[src/rtl/scan_select_ctrl_pkg.sv]
// Shared types and helpers for the decoder scan controller.
// Channel stepping is modulo NUM_CH; a wrap is flagged on the 7->0 or 0->7 step.
package scan_pkg;

  localparam int unsigned SEL_W  = 3;
  localparam int unsigned NUM_CH = 8;

  typedef enum logic [1:0] {
    IDLE,
    BLANK,
    SHOW
  } state_t;

  typedef struct packed {
    logic             wrap;
    logic [SEL_W-1:0] ch;
  } step_t;

  function automatic step_t advance_ch(input logic [SEL_W-1:0] ch, input logic dir);
    step_t s;
    if (dir) begin
      s.ch   = ch - 1'b1;
      s.wrap = (ch == '0);
    end else begin
      s.ch   = ch + 1'b1;
      s.wrap = (ch == '1);
    end
    return s;
  endfunction

endpackage

[src/rtl/dwell_counter.sv]
// Loadable down-counter with a zero flag; holds at zero until reloaded.
module dwell_counter #(
  parameter int unsigned W = 8
) (
  input  logic         clk,
  input  logic         rst_n,
  input  logic         load,
  input  logic [W-1:0] load_val,
  input  logic         dec,
  output logic         zero
);

  logic [W-1:0] cnt;

  always_ff @(posedge clk or negedge rst_n) begin
    if (!rst_n) begin
      cnt <= '0;
    end else if (load) begin
      cnt <= load_val;
    end else if (dec && (cnt != '0)) begin
      cnt <= cnt - 1'b1;
    end
  end

  assign zero = (cnt == '0);

endmodule

[src/rtl/scan_select_ctrl.sv]
// Round-robin scan front end for a 3-to-8 decoder: BLANK gap, then SHOW for
// a sampled dwell, then advance the channel. Outputs are all registered.
module scan_select_ctrl
  import scan_pkg::*;
#(
  parameter int unsigned DWELL_W      = 8,
  parameter int unsigned BLANK_CYCLES = 2
) (
  input  logic               clk,
  input  logic               rst_n,
  input  logic               start,
  input  logic               stop,
  input  logic               load,
  input  logic [SEL_W-1:0]   load_sel,
  input  logic               dir,
  input  logic [DWELL_W-1:0] dwell,
  output logic               x,
  output logic               y,
  output logic               z,
  output logic               enable,
  output logic               busy,
  output logic               wrap
);

  localparam logic [3:0] BLANK_LAST = 4'(BLANK_CYCLES - 1);

  state_t             state_q, state_d;
  logic [SEL_W-1:0]   ch_q, ch_d;
  logic               wrap_d;
  step_t              nxt;
  logic               blank_load, blank_dec, blank_zero;
  logic               dwell_load, dwell_dec, dwell_zero;
  logic [DWELL_W-1:0] dwell_last;

  // Counter holds D-1 so the zero flag marks the final SHOW cycle; dwell 0 acts as 1.
  assign dwell_last = (dwell == '0) ? '0 : dwell - 1'b1;
  assign nxt        = advance_ch(ch_q, dir);

  dwell_counter #(.W(4)) u_blank_cnt (
    .clk      (clk),
    .rst_n    (rst_n),
    .load     (blank_load),
    .load_val (BLANK_LAST),
    .dec      (blank_dec),
    .zero     (blank_zero)
  );

  dwell_counter #(.W(DWELL_W)) u_dwell_cnt (
    .clk      (clk),
    .rst_n    (rst_n),
    .load     (dwell_load),
    .load_val (dwell_last),
    .dec      (dwell_dec),
    .zero     (dwell_zero)
  );

  always_comb begin
    state_d    = state_q;
    ch_d       = ch_q;
    wrap_d     = 1'b0;
    blank_load = 1'b0;
    blank_dec  = 1'b0;
    dwell_load = 1'b0;
    dwell_dec  = 1'b0;
    if (stop) begin
      state_d = IDLE;
    end else begin
      unique case (state_q)
        IDLE: begin
          if (load) ch_d = load_sel;
          if (start) begin
            state_d    = BLANK;
            blank_load = 1'b1;
          end
        end
        BLANK: begin
          if (blank_zero) begin
            state_d    = SHOW;
            dwell_load = 1'b1;
          end else begin
            blank_dec = 1'b1;
          end
        end
        SHOW: begin
          if (dwell_zero) begin
            ch_d       = nxt.ch;
            wrap_d     = nxt.wrap;
            state_d    = BLANK;
            blank_load = 1'b1;
          end else begin
            dwell_dec = 1'b1;
          end
        end
        default: state_d = IDLE;
      endcase
    end
  end

  always_ff @(posedge clk or negedge rst_n) begin
    if (!rst_n) begin
      state_q <= IDLE;
      ch_q    <= '0;
      enable  <= 1'b0;
      busy    <= 1'b0;
      wrap    <= 1'b0;
    end else begin
      state_q <= state_d;
      ch_q    <= ch_d;
      enable  <= (state_d == SHOW);
      busy    <= (state_d != IDLE);
      wrap    <= wrap_d;
    end
  end

  assign x = ch_q[2];
  assign y = ch_q[1];
  assign z = ch_q[0];

endmodule

[config.mk]
export PLATFORM = sky130hd
export DESIGN_NAME = scan_select_ctrl
export DESIGN_NICKNAME = d
export VERILOG_FILES = /design/src/rtl/scan_select_ctrl_pkg.sv /design/src/rtl/dwell_counter.sv /design/src/rtl/scan_select_ctrl.sv
export SDC_FILE = /design/constraint.sdc
export NUM_CORES = 1
export LEC_CHECK = 0
export CAP_MARGIN = 20
export CORE_ASPECT_RATIO = 1.1
export CORE_MARGIN = 10
export CORE_UTILIZATION = 40
export CTS_BUF_LIST = sky130_fd_sc_hd__clkbuf_16
export DETAILED_ROUTE_END_ITERATION = 16
export SYNTH_ARGS = -nofsm -noshare
export SYNTH_HDL_FRONTEND = slang
export SYNTH_SLANG_ARGS = --single-unit
[constraint.sdc]
create_clock -name clk -period 2.7 [get_ports clk]
set_input_delay 0.405 -clock clk [delete_from_list [all_inputs] [get_ports clk]]
set_output_delay 0.405 -clock clk [all_outputs]
set_load 0.03 [all_outputs]
# After elaboration in Yosys (flattened, before gate mapping)
# Index checks and enable logic that the tools add are counted.
# op_classes
bitwise	1
eq_ne	6
muxes	30
addsub	5
reduce_logical	14
# ops
operator	count
$mux W8	3
$logic_not A8 Y1	2
$sub A8 B1 Y8 const B	2
$mux W1	15
$mux W4	3
$mux W2	4
$reduce_bool A2 Y1	4
$reduce_bool A8 Y1	1
$mux W3	2
$pmux W2 S3	1
$pmux W3 S2	1
$eq A2 B2 Y1 const B	2
$logic_not A4 Y1	1
$ne A2 B2 Y1 const B	2
$reduce_and A4 Y1	1
$reduce_bool A4 Y1	1
$sub A4 B1 Y4 const B	1
$add A3 B1 Y3 const B	1
$eq A3 B3 Y1 const B	1
$logic_not A3 Y1	1
$sub A3 B1 Y3 const B	1
$eq A2 B1 Y1 const B	1
$logic_and A1 B1 Y1	2
$logic_not A2 Y1	1
2 further kinds	2
# word_totals
inputBits	17
elab_cells	63
out_inout_bits	6
regBits	20

# Depth between registers and ports, before layout
# Gate-level depths: netlist of the first run.
# depth
ltp_word	7
mapped_depth	6
ltp_nobuf	6

# Hierarchy
# Synthesis of the first run repeated with hierarchy kept, for this count alone.
# hier_totals
cells_unflattened	164
hier_area_um2	1450.1
# by_module_without_submodules
module	seq_area_each_um2	n_inst	cells_each	area_each_um2
scan_select_ctrl	200.2	1	79	651.9
dwell_counter at u_dwell_cnt	200.2	1	58	528.0
dwell_counter at u_blank_cnt	100.1	1	27	270.3

# Worst setup path before layout of the first run
# No wires, ideal clock.
# synth_path
kind	input to register
start	in dwell[0]
end	reg u_dwell_cnt.cnt[2]
setup_time_ns	0.126
path_slack_ns	0.871
arrival_ns	1.703
required_ns	2.574
cell_stages	6
path_buffers	0
cell_sequence	inv_1 -> ha_1 -> or3b_2 -> o211ai_2 -> nor2_1 -> a311o_1
# synth_via
elab_chain_len	3
word_cells_on_any_way	4
classes_between	add/sub (1); mux (2); reduce/logical (1)
# synth_rtl
item	line_no	rtl
from (decl)	scan_select_ctrl.sv:16	input logic [DWELL_W-1:0] dwell,
$sub A8 B1 Y8 or $logic_not A8 Y1 (tied branches)	scan_select_ctrl.sv:36	assign dwell_last = (dwell == '0) ? '0 : dwell - 1'b1;
$mux W8 (*)	scan_select_ctrl.sv:36	
$mux W8 (*)	dwell_counter.sv:18	end else if (load) begin
to (signal assigned)	dwell_counter.sv:19	cnt <= load_val;
to (signal assigned)	dwell_counter.sv:21	cnt <= cnt - 1'b1;
to (decl)	dwell_counter.sv:13	logic [W-1:0] cnt;
# Mark *: on every way between the ends. The rest lies on a longest branch, timed or not.
# A chain may end at the register's enable or synchronous reset.

# Final worst setup path of the first run
# layout_path
start	in dwell[0]
end	reg u_dwell_cnt.cnt[3]
# The elaborated chain is that of the path after synthesis.

==> impl_results.md, run 1 <==
* Status: complete, no violations
* Crit path buf inv count at 2
* CTS root buffer: clkbuf_16
* CTS Hold Buffers Added at 0
* Synth Flop Type: dfrtp_1
* Postcts setup bufs at 0
* Final Routed Wirelength at 2.95 mm
* RSZ-0062 raised after global routing: false
* Pin count of the biggest net entering global routing at 21
* Register area share after synthesis at 39.0%
* Worst path slowest cell: clkdlybuf4s50_1
* Worst setup EP type: register
* Clock Sinks at 20
* Latest clock arrival within the worst-skew pair at 0.25 ns
* Die Ht at 79.4 um
* Initial DRC Count at 38
* Yosys cell types at 40
* Mapped Cells at 135
* CP peak stage delay at 0.47 ns
* Rel. slew slack at 59.1%
* Num rows at 21
* Overall Global Routing Usage at 10.4%
* Vias at 1,110
* GPL Wtd Cong at 0.791
* CTS buffer count at 3
* Total power at 0.00143 W
* Period minus WS final at 2.20 ns
* Global route total overflow at 0
* Worst-path clk slew at 0.05 ns
* Via density per instance at 5.66
* Max Slew Vio Count at 0
* Residual DRC at 0
* Worst-Margin Slew at 0.608 ns
* Arrival time of the worst setup path at 2.33 ns
* Seq cells post-synth at 20
* Crit path max-delay family: compound AO/OA/AOI/OAI gates
* Synth cell count leaders: 20 x dfrtp_1, 11 x inv_1, 9 x a21oi_1, 9 x nor2_1, 7 x nor3_1
* Startpoint Class: input port
* Cell Area, Synth at 1280 um2
* Area leader, netlist: dfrtp_1
* Core area at 3070 um2
* Syn nets at 158
* Share of layout cells above drive strength 1 at 9.26%
* CP Max Fanout at 6
* Bufs on Longest Clock Path at 2
* Finish-stage setup viols at 0
* Hold WC Path Type: input port to async pin
* Post-CTS resize count at 0
* Max_cap viols at 0
* Port bufs at 22
* Wirelength per Cell at 15.1 um
* DRT antenna net count at 0
* Top-count cell post-synth: dfrtp_1
* Warning count from the yosys run at 0
* Full die area at 5880 um2
* Leakage at 0.678 nW
* TritonCTS clock tree: done
* Io pins at 23
* Crit path required time at 2.83 ns
* Synth area leaders: dfrtp_1 39%, ha_1 4.9%, a21oi_1 3.5%, inv_1 3.2%, nor3_1 2.7%
* Dpl hpwl at 2.35 mm
* Die W at 74.0 um
* Critical-path cell list: clkdlybuf4s50_1, inv_1, ha_1, or3b_2, o211ai_2, a21oi_1, a311o_1
* Async S/R FF share, synth at 100%
* VDD IR-drop max at 0.522 mV
* Setup TNS at 0 ns
* Clock Skew at 0.00263 ns
* Number of global-route vias before repair at 1,129
* Setup CP Type: input port to register
* Pre-antenna DRT Iters at 4
* Post-synth top area share at 39.0%
* First-pass GRT wire length at 4.98 mm
* Final nets at 187
* Final Hold Viols at 0
* Number of synthesized flops with an enable pin at 0
* Tcrit/Tclk final at 81.5%
* Achievable Freq at 0.454 GHz
* PwrDens at 877 nW/um2
* Initial antenna violation count at 0
* Initial Util at 41.8%
* Layout area overhead at 27.5%
* Htree depth at 1
* Mean Syn Cell Area at 9.51 um2
* Antenna diodes at 0
power breakdown:
part / internal [W] / switching (W)
registers: 0.000422 / 0.000138
logic: 0.000280 / 0.000302
clock network: 0.000195 / 0.0000987
total: 0.000897 / 0.000538
area by class of cell:
class                   count  area (um2)
flip-flops and latches     20         500
clock buffers               3        75.1
well taps                  34        42.5
repair buffers             24         235
fillers                   285        1440
inverters                  11        41.3
multi-input cells         104         742
cells by family (layout without fill, tap and decap cells):
logic type / Yosys count / after routing / share of synthesized area [%]
buffers and inverters: 11 / 38 / 3.22
AND/OR/NAND/NOR: 56 / 56 / 27.1
flip-flops: 20 / 20 / 39.0
AO/OA/AOI/OAI: 31 / 31 / 16.5
multiplexers: 3 / 3 / 2.34
adder cells (fa/ha/maj): 6 / 6 / 6.43
XOR/XNOR: 8 / 8 / 5.46
path summary, 6_finish.rpt:
| check | start | to | slack (ns) | depth (start not counted) |
|---|---|---|---|---|
| min | rst_n | ch_q[1] | 0.51 | 2 |
| max reg2reg | u_blank_cnt.cnt[0] | u_dwell_cnt.cnt[1] | 0.79 | 6 |
| max in group asynchronous | rst_n | u_dwell_cnt.cnt[0] | 1.98 | 2 |
| min reg2reg | u_blank_cnt.cnt[2] | u_blank_cnt.cnt[2] | 0.55 | 1 |
| max | dwell[0] | u_dwell_cnt.cnt[3] | 0.50 | 7 |
| min in group clk | u_blank_cnt.cnt[2] | u_blank_cnt.cnt[2] | 0.55 | 1 |
per-layer routing:
metal  wire (um)  track usage, %  vias up
met1        1280            12.0      532
met5           0               0        -
met2        1460            18.1       19
met4          20            2.80        0
met3         189            2.99        2
li1            -               -      557
state kept, by name, indices dropped and copies added (netlist names):
register         cells
enable               1
state_q              2
u_blank_cnt.cnt      4
busy                 1
wrap                 1
u_dwell_cnt.cnt      8
ch_q                 3
placed cells by master (no fill, tap or decap), types with 2 or more instances in the layout:
| cell type | netlist | final |
|---|---|---|
| buf_4 | 0 | 2 |
| xor2_1 | 4 | 4 |
| nor3b_2 | 2 | 2 |
| a211oi_1 | 2 | 2 |
| nand2_1 | 6 | 6 |
| o22a_1 | 2 | 2 |
| or3_1 | 4 | 4 |
| or4_1 | 3 | 3 |
| or3b_2 | 3 | 3 |
| nand3_1 | 4 | 4 |
| nor2_1 | 9 | 9 |
| ha_1 | 5 | 5 |
| nand2b_1 | 3 | 3 |
| nor3b_1 | 2 | 2 |
| clkbuf_16 | 0 | 3 |
| dfrtp_1 | 20 | 20 |
| o31ai_1 | 2 | 2 |
| nor4_1 | 2 | 2 |
| o22ai_1 | 2 | 2 |
| o211ai_2 | 2 | 2 |
| nor3_1 | 7 | 7 |
| clkdlybuf4s50_1 | 0 | 22 |
| o21ai_0 | 3 | 3 |
| mux2i_1 | 3 | 3 |
| inv_1 | 11 | 11 |
| xnor2_1 | 4 | 4 |
| and2_1 | 2 | 2 |
| a311o_1 | 2 | 2 |
| a31oi_1 | 4 | 4 |
| a21oi_1 | 9 | 9 |
metrics by stage:
step	hold slack (ns)	area [um2]	instances	setup WS (ns)	util, %
after detailed placement	0.541	1560	193	0.243	50.8
after floorplan	0.109	1280	135	0.871	-
after global placement	0.515	1560	193	0.278	50.8
after global routing	0.527	1640	196	0.374	53.2
after CTS	0.513	1640	196	0.502	53.2
final	0.507	1640	196	0.498	53.2
worst reg2reg max path, cell delays in order (launching register included):
cell,delay [ns]
dfrtp_1,0.38
inv_1,0.09
ha_1,0.21
nor3b_1,0.44
nand2_1,0.28
o21ai_1,0.27
o22a_1,0.18
No activity file was read; power rests on OpenSTA's default activity.
==> run 2, diff against run 1 <==
PLACE_DENSITY = 0.66   (was unset)
clock period = 1.9 ns   (was 2.7 ns; I/O delays follow)
==> run 2 against run 1 <==
  * Core utilization grew 7.4 points
  * Sequential share of layout area shrank 3.7 points
  * Worst setup slack lost 0.42 ns
  * Total power grew 53%
  * Via count grew 6.3%
  * Clock skew shrank 0.0010 ns
  * Count of clock-buffer cells in the layout is the same
  * Critical endpoint is now u_dwell_cnt.cnt[5]
  * Highest routed layer unchanged
  * Sequential power grew 41%
==> impl_results.md, run 2 (synthesized netlist as in run 1, its figures left out) <==
* Status: complete, no violations
* Dpl hpwl at 2.58 mm (+9.6%)
* PnR worst setup slack at 0.0776 ns (-0.421 ns)
* Pre-CTS setup slack at -0.248 ns (-0.491 ns)
* Leakage at 0.807 nW (+19%)
* Top reg by flops: u_dwell_cnt.cnt
* Achievable Freq at 0.549 GHz
* CP peak stage delay at 0.56 ns (+0.09 ns)
* Most common cell after layout, fill and taps aside: buf_4
* Setup TNS at 0 ns (unchanged)
* PwrDens at 1180 nW/um2 (+34%)
* Crit path required time at 2.08 ns (-0.75 ns)
* Finish-stage setup viols at 0 (unchanged)
* TritonCTS clock tree: done
* Via density per instance at 5.29 (-6.6%)
* Io pins at 23 (unchanged)
* Initial DRC Count at 24 (-37%)
* Pin count of the biggest net entering global routing at 21 (unchanged)
* Sequential Power Share at 36.0% (-3.0 points)
* CTS Hold Buffers Added at 0 (unchanged)
* Max Slew Vio Count at 0 (unchanged)
* NetSw at 0.000824 W (+53%)
* Vias at 1,180 (+6.3%)
* Die W at 74.0 um (unchanged)
* Cell internal pwr at 0.00137 W (+53%)
* CTS root buffer: clkbuf_16
* Final-layout fill cell count at 275 (-3.5%)
* CTS buffer count at 3 (unchanged)
* Largest registers: u_dwell_cnt.cnt x8, u_blank_cnt.cnt x4, ch_q x3
* Htree depth at 1 (unchanged)
* Worst-Margin Slew at 0.415 ns (-0.193 ns)
* Arrival time of the worst setup path at 2.00 ns (-0.33 ns)
* Hold WC Path Type: input port to async pin
* Critical-path cell list: or4_1, or3_1, or3_1, o211ai_2
* CP Max Fanout at 6 (unchanged)
* Clock Skew at 0.00164 ns (-0.000998 ns)
* RR Endpoint: u_dwell_cnt.cnt[5]
* Overall Global Routing Usage at 11.6% (+1.2 points)
* Gate power share at 44.0% (+3.4 points)
* Setup slack, reg-to-reg at 0.08 ns (-0.71 ns)
* Final nets at 213 (+14%)
* Final Routed Wirelength at 3.23 mm (+9.3%)
* Full die area at 5880 um2 (unchanged)
* Critical Path Start: u_dwell_cnt.cnt[3]
* Startpoint Class: register
* Antenna diodes at 0 (unchanged)
* Postcts setup bufs at 0 (unchanged)
* Setup CP Type: register to register
* Worst-path clk slew at 0.06 ns (about the same)
* Share of layout cells above drive strength 1 at 24.3% (+15 points)
* Number of global-route vias before repair at 1,226 (+8.6%)
* Tcrit/Tclk final at 95.9%
* Initial antenna violation count at 0 (unchanged)
* Sw frac at 37.6% (+0.068 points)
* Period minus WS final at 1.82 ns
* Final Hold Viols at 0 (unchanged)
* Bufs on Longest Clock Path at 2 (unchanged)
* Max_cap viols at 0 (unchanged)
* Initial Util at 41.8% (unchanged)
* GPL Wtd Cong at 0.869 (+9.8%)
* Die Ht at 79.4 um (unchanged)
* Clock power frac at 20.0% (-0.5 points)
* Clock Sinks at 20 (unchanged)
* Reg2Reg Depth at 4 (-2)
* Layout area overhead at 45.2%
* Rel. slew slack at 72.2% (+13 points)
* Wirelength per Cell at 14.5 um (-4.0%)
* Pre-antenna DRT Iters at 4 (unchanged)
* Worst path slowest cell: or4_1
* DRT antenna net count at 0 (unchanged)
* Commonest cells after routing, fill and taps aside: 28 x buf_4, 22 x clkdlybuf4s50_1, 19 x dfrtp_1
* Port bufs at 22 (unchanged)
* Core area at 3070 um2 (unchanged)
* VDD IR-drop max at 0.730 mV (+40%)
* Num rows at 21 (unchanged)
* Worst setup EP type: register
* Storage cell area at 502 um2 (+0.25%)
* First-pass GRT wire length at 5.53 mm (+11%)
* Hold_ws at 0.363 ns (-0.144 ns)
* Multi-input logic area at 769 um2 (+3.7%)
* Global route total overflow at 0 (unchanged)
* Cell seen most often among critical-path stages: or3_1
* Residual DRC at 0 (unchanged)
* Max reg flops at 8 (unchanged)
* Latest clock arrival within the worst-skew pair at 0.25 ns (about the same)
* Reg-to-reg startpoint: u_dwell_cnt.cnt[3]
## run 2: worst max-delay path by stage
| stage | slack, ns | to | cells past startpoint |
|---|---|---|---|
| final | 0.08 | u_dwell_cnt.cnt[5] | 4 |
| after detailed placement | -0.25 | u_dwell_cnt.cnt[2] | 7 |
| after floorplan | 0.16 | busy | 6 |
| after global placement | -0.19 | u_dwell_cnt.cnt[2] | 7 |
| after CTS | 0.005 | u_dwell_cnt.cnt[2] | 7 |
| after global routing | -0.009 | u_dwell_cnt.cnt[3] | 7 |
## run 2: worst max-delay path, delay by kind of cell (launching register included)
family | cells | cell delay [ns]
AO/OA/AOI/OAI | 1 | 0.08
flip-flops | 1 | 0.43
AND/OR/NAND/NOR | 3 | 1.23
## run 2: layout make-up
cell class              count  area share, %
clock buffers               3           4.03
clock inverters             1          0.201
inverters                  11           2.21
multi-input cells         104           41.3
flip-flops and latches     20           26.9
well taps                  34           2.28
repair buffers             50           23.1
## run 2: stage by stage
step           instances  instance area [um2]  util, %  power (W)
3_5_place_dp         219                 1760     57.1    0.00174
6_report             223                 1860     60.6    0.00219
2_1_floorplan        135                 1280        -    0.00133
3_3_place_gp         219                 1760     57.1    0.00169
4_1_cts              223                 1840     59.7    0.00219
5_1_grt              223                 1860     60.6    0.00235
## run 2: timing repair
item / 4_1_cts / 5_1_grt
hold endpoints to repair: 0 / 0
resized for setup: 0 / 7
endpoints found under the setup margin: 0 / 10
## run 2: power by group through the flow
stage | logic (W) | registers, W | clock network, W
2_1_floorplan | 0.000493 | 0.000838 | 0
3_3_place_gp | 0.000917 | 0.000776 | 0
3_5_place_dp | 0.000951 | 0.000790 | 0
4_1_cts | 0.000957 | 0.000781 | 0.000448
5_1_grt | 0.00107 | 0.000819 | 0.000462
6_report | 0.000965 | 0.000790 | 0.000439
## run 2: per-layer routing
metal | GRT usage (%) | wire length [um] | vias to the layer above
met1 | 12.2 | 1250 | 541
met5 | 0 | 0 | -
met3 | 3.36 | 227 | 5
met4 | 5.60 | 70 | 0
met2 | 20.5 | 1680 | 25
li1 | - | - | 609
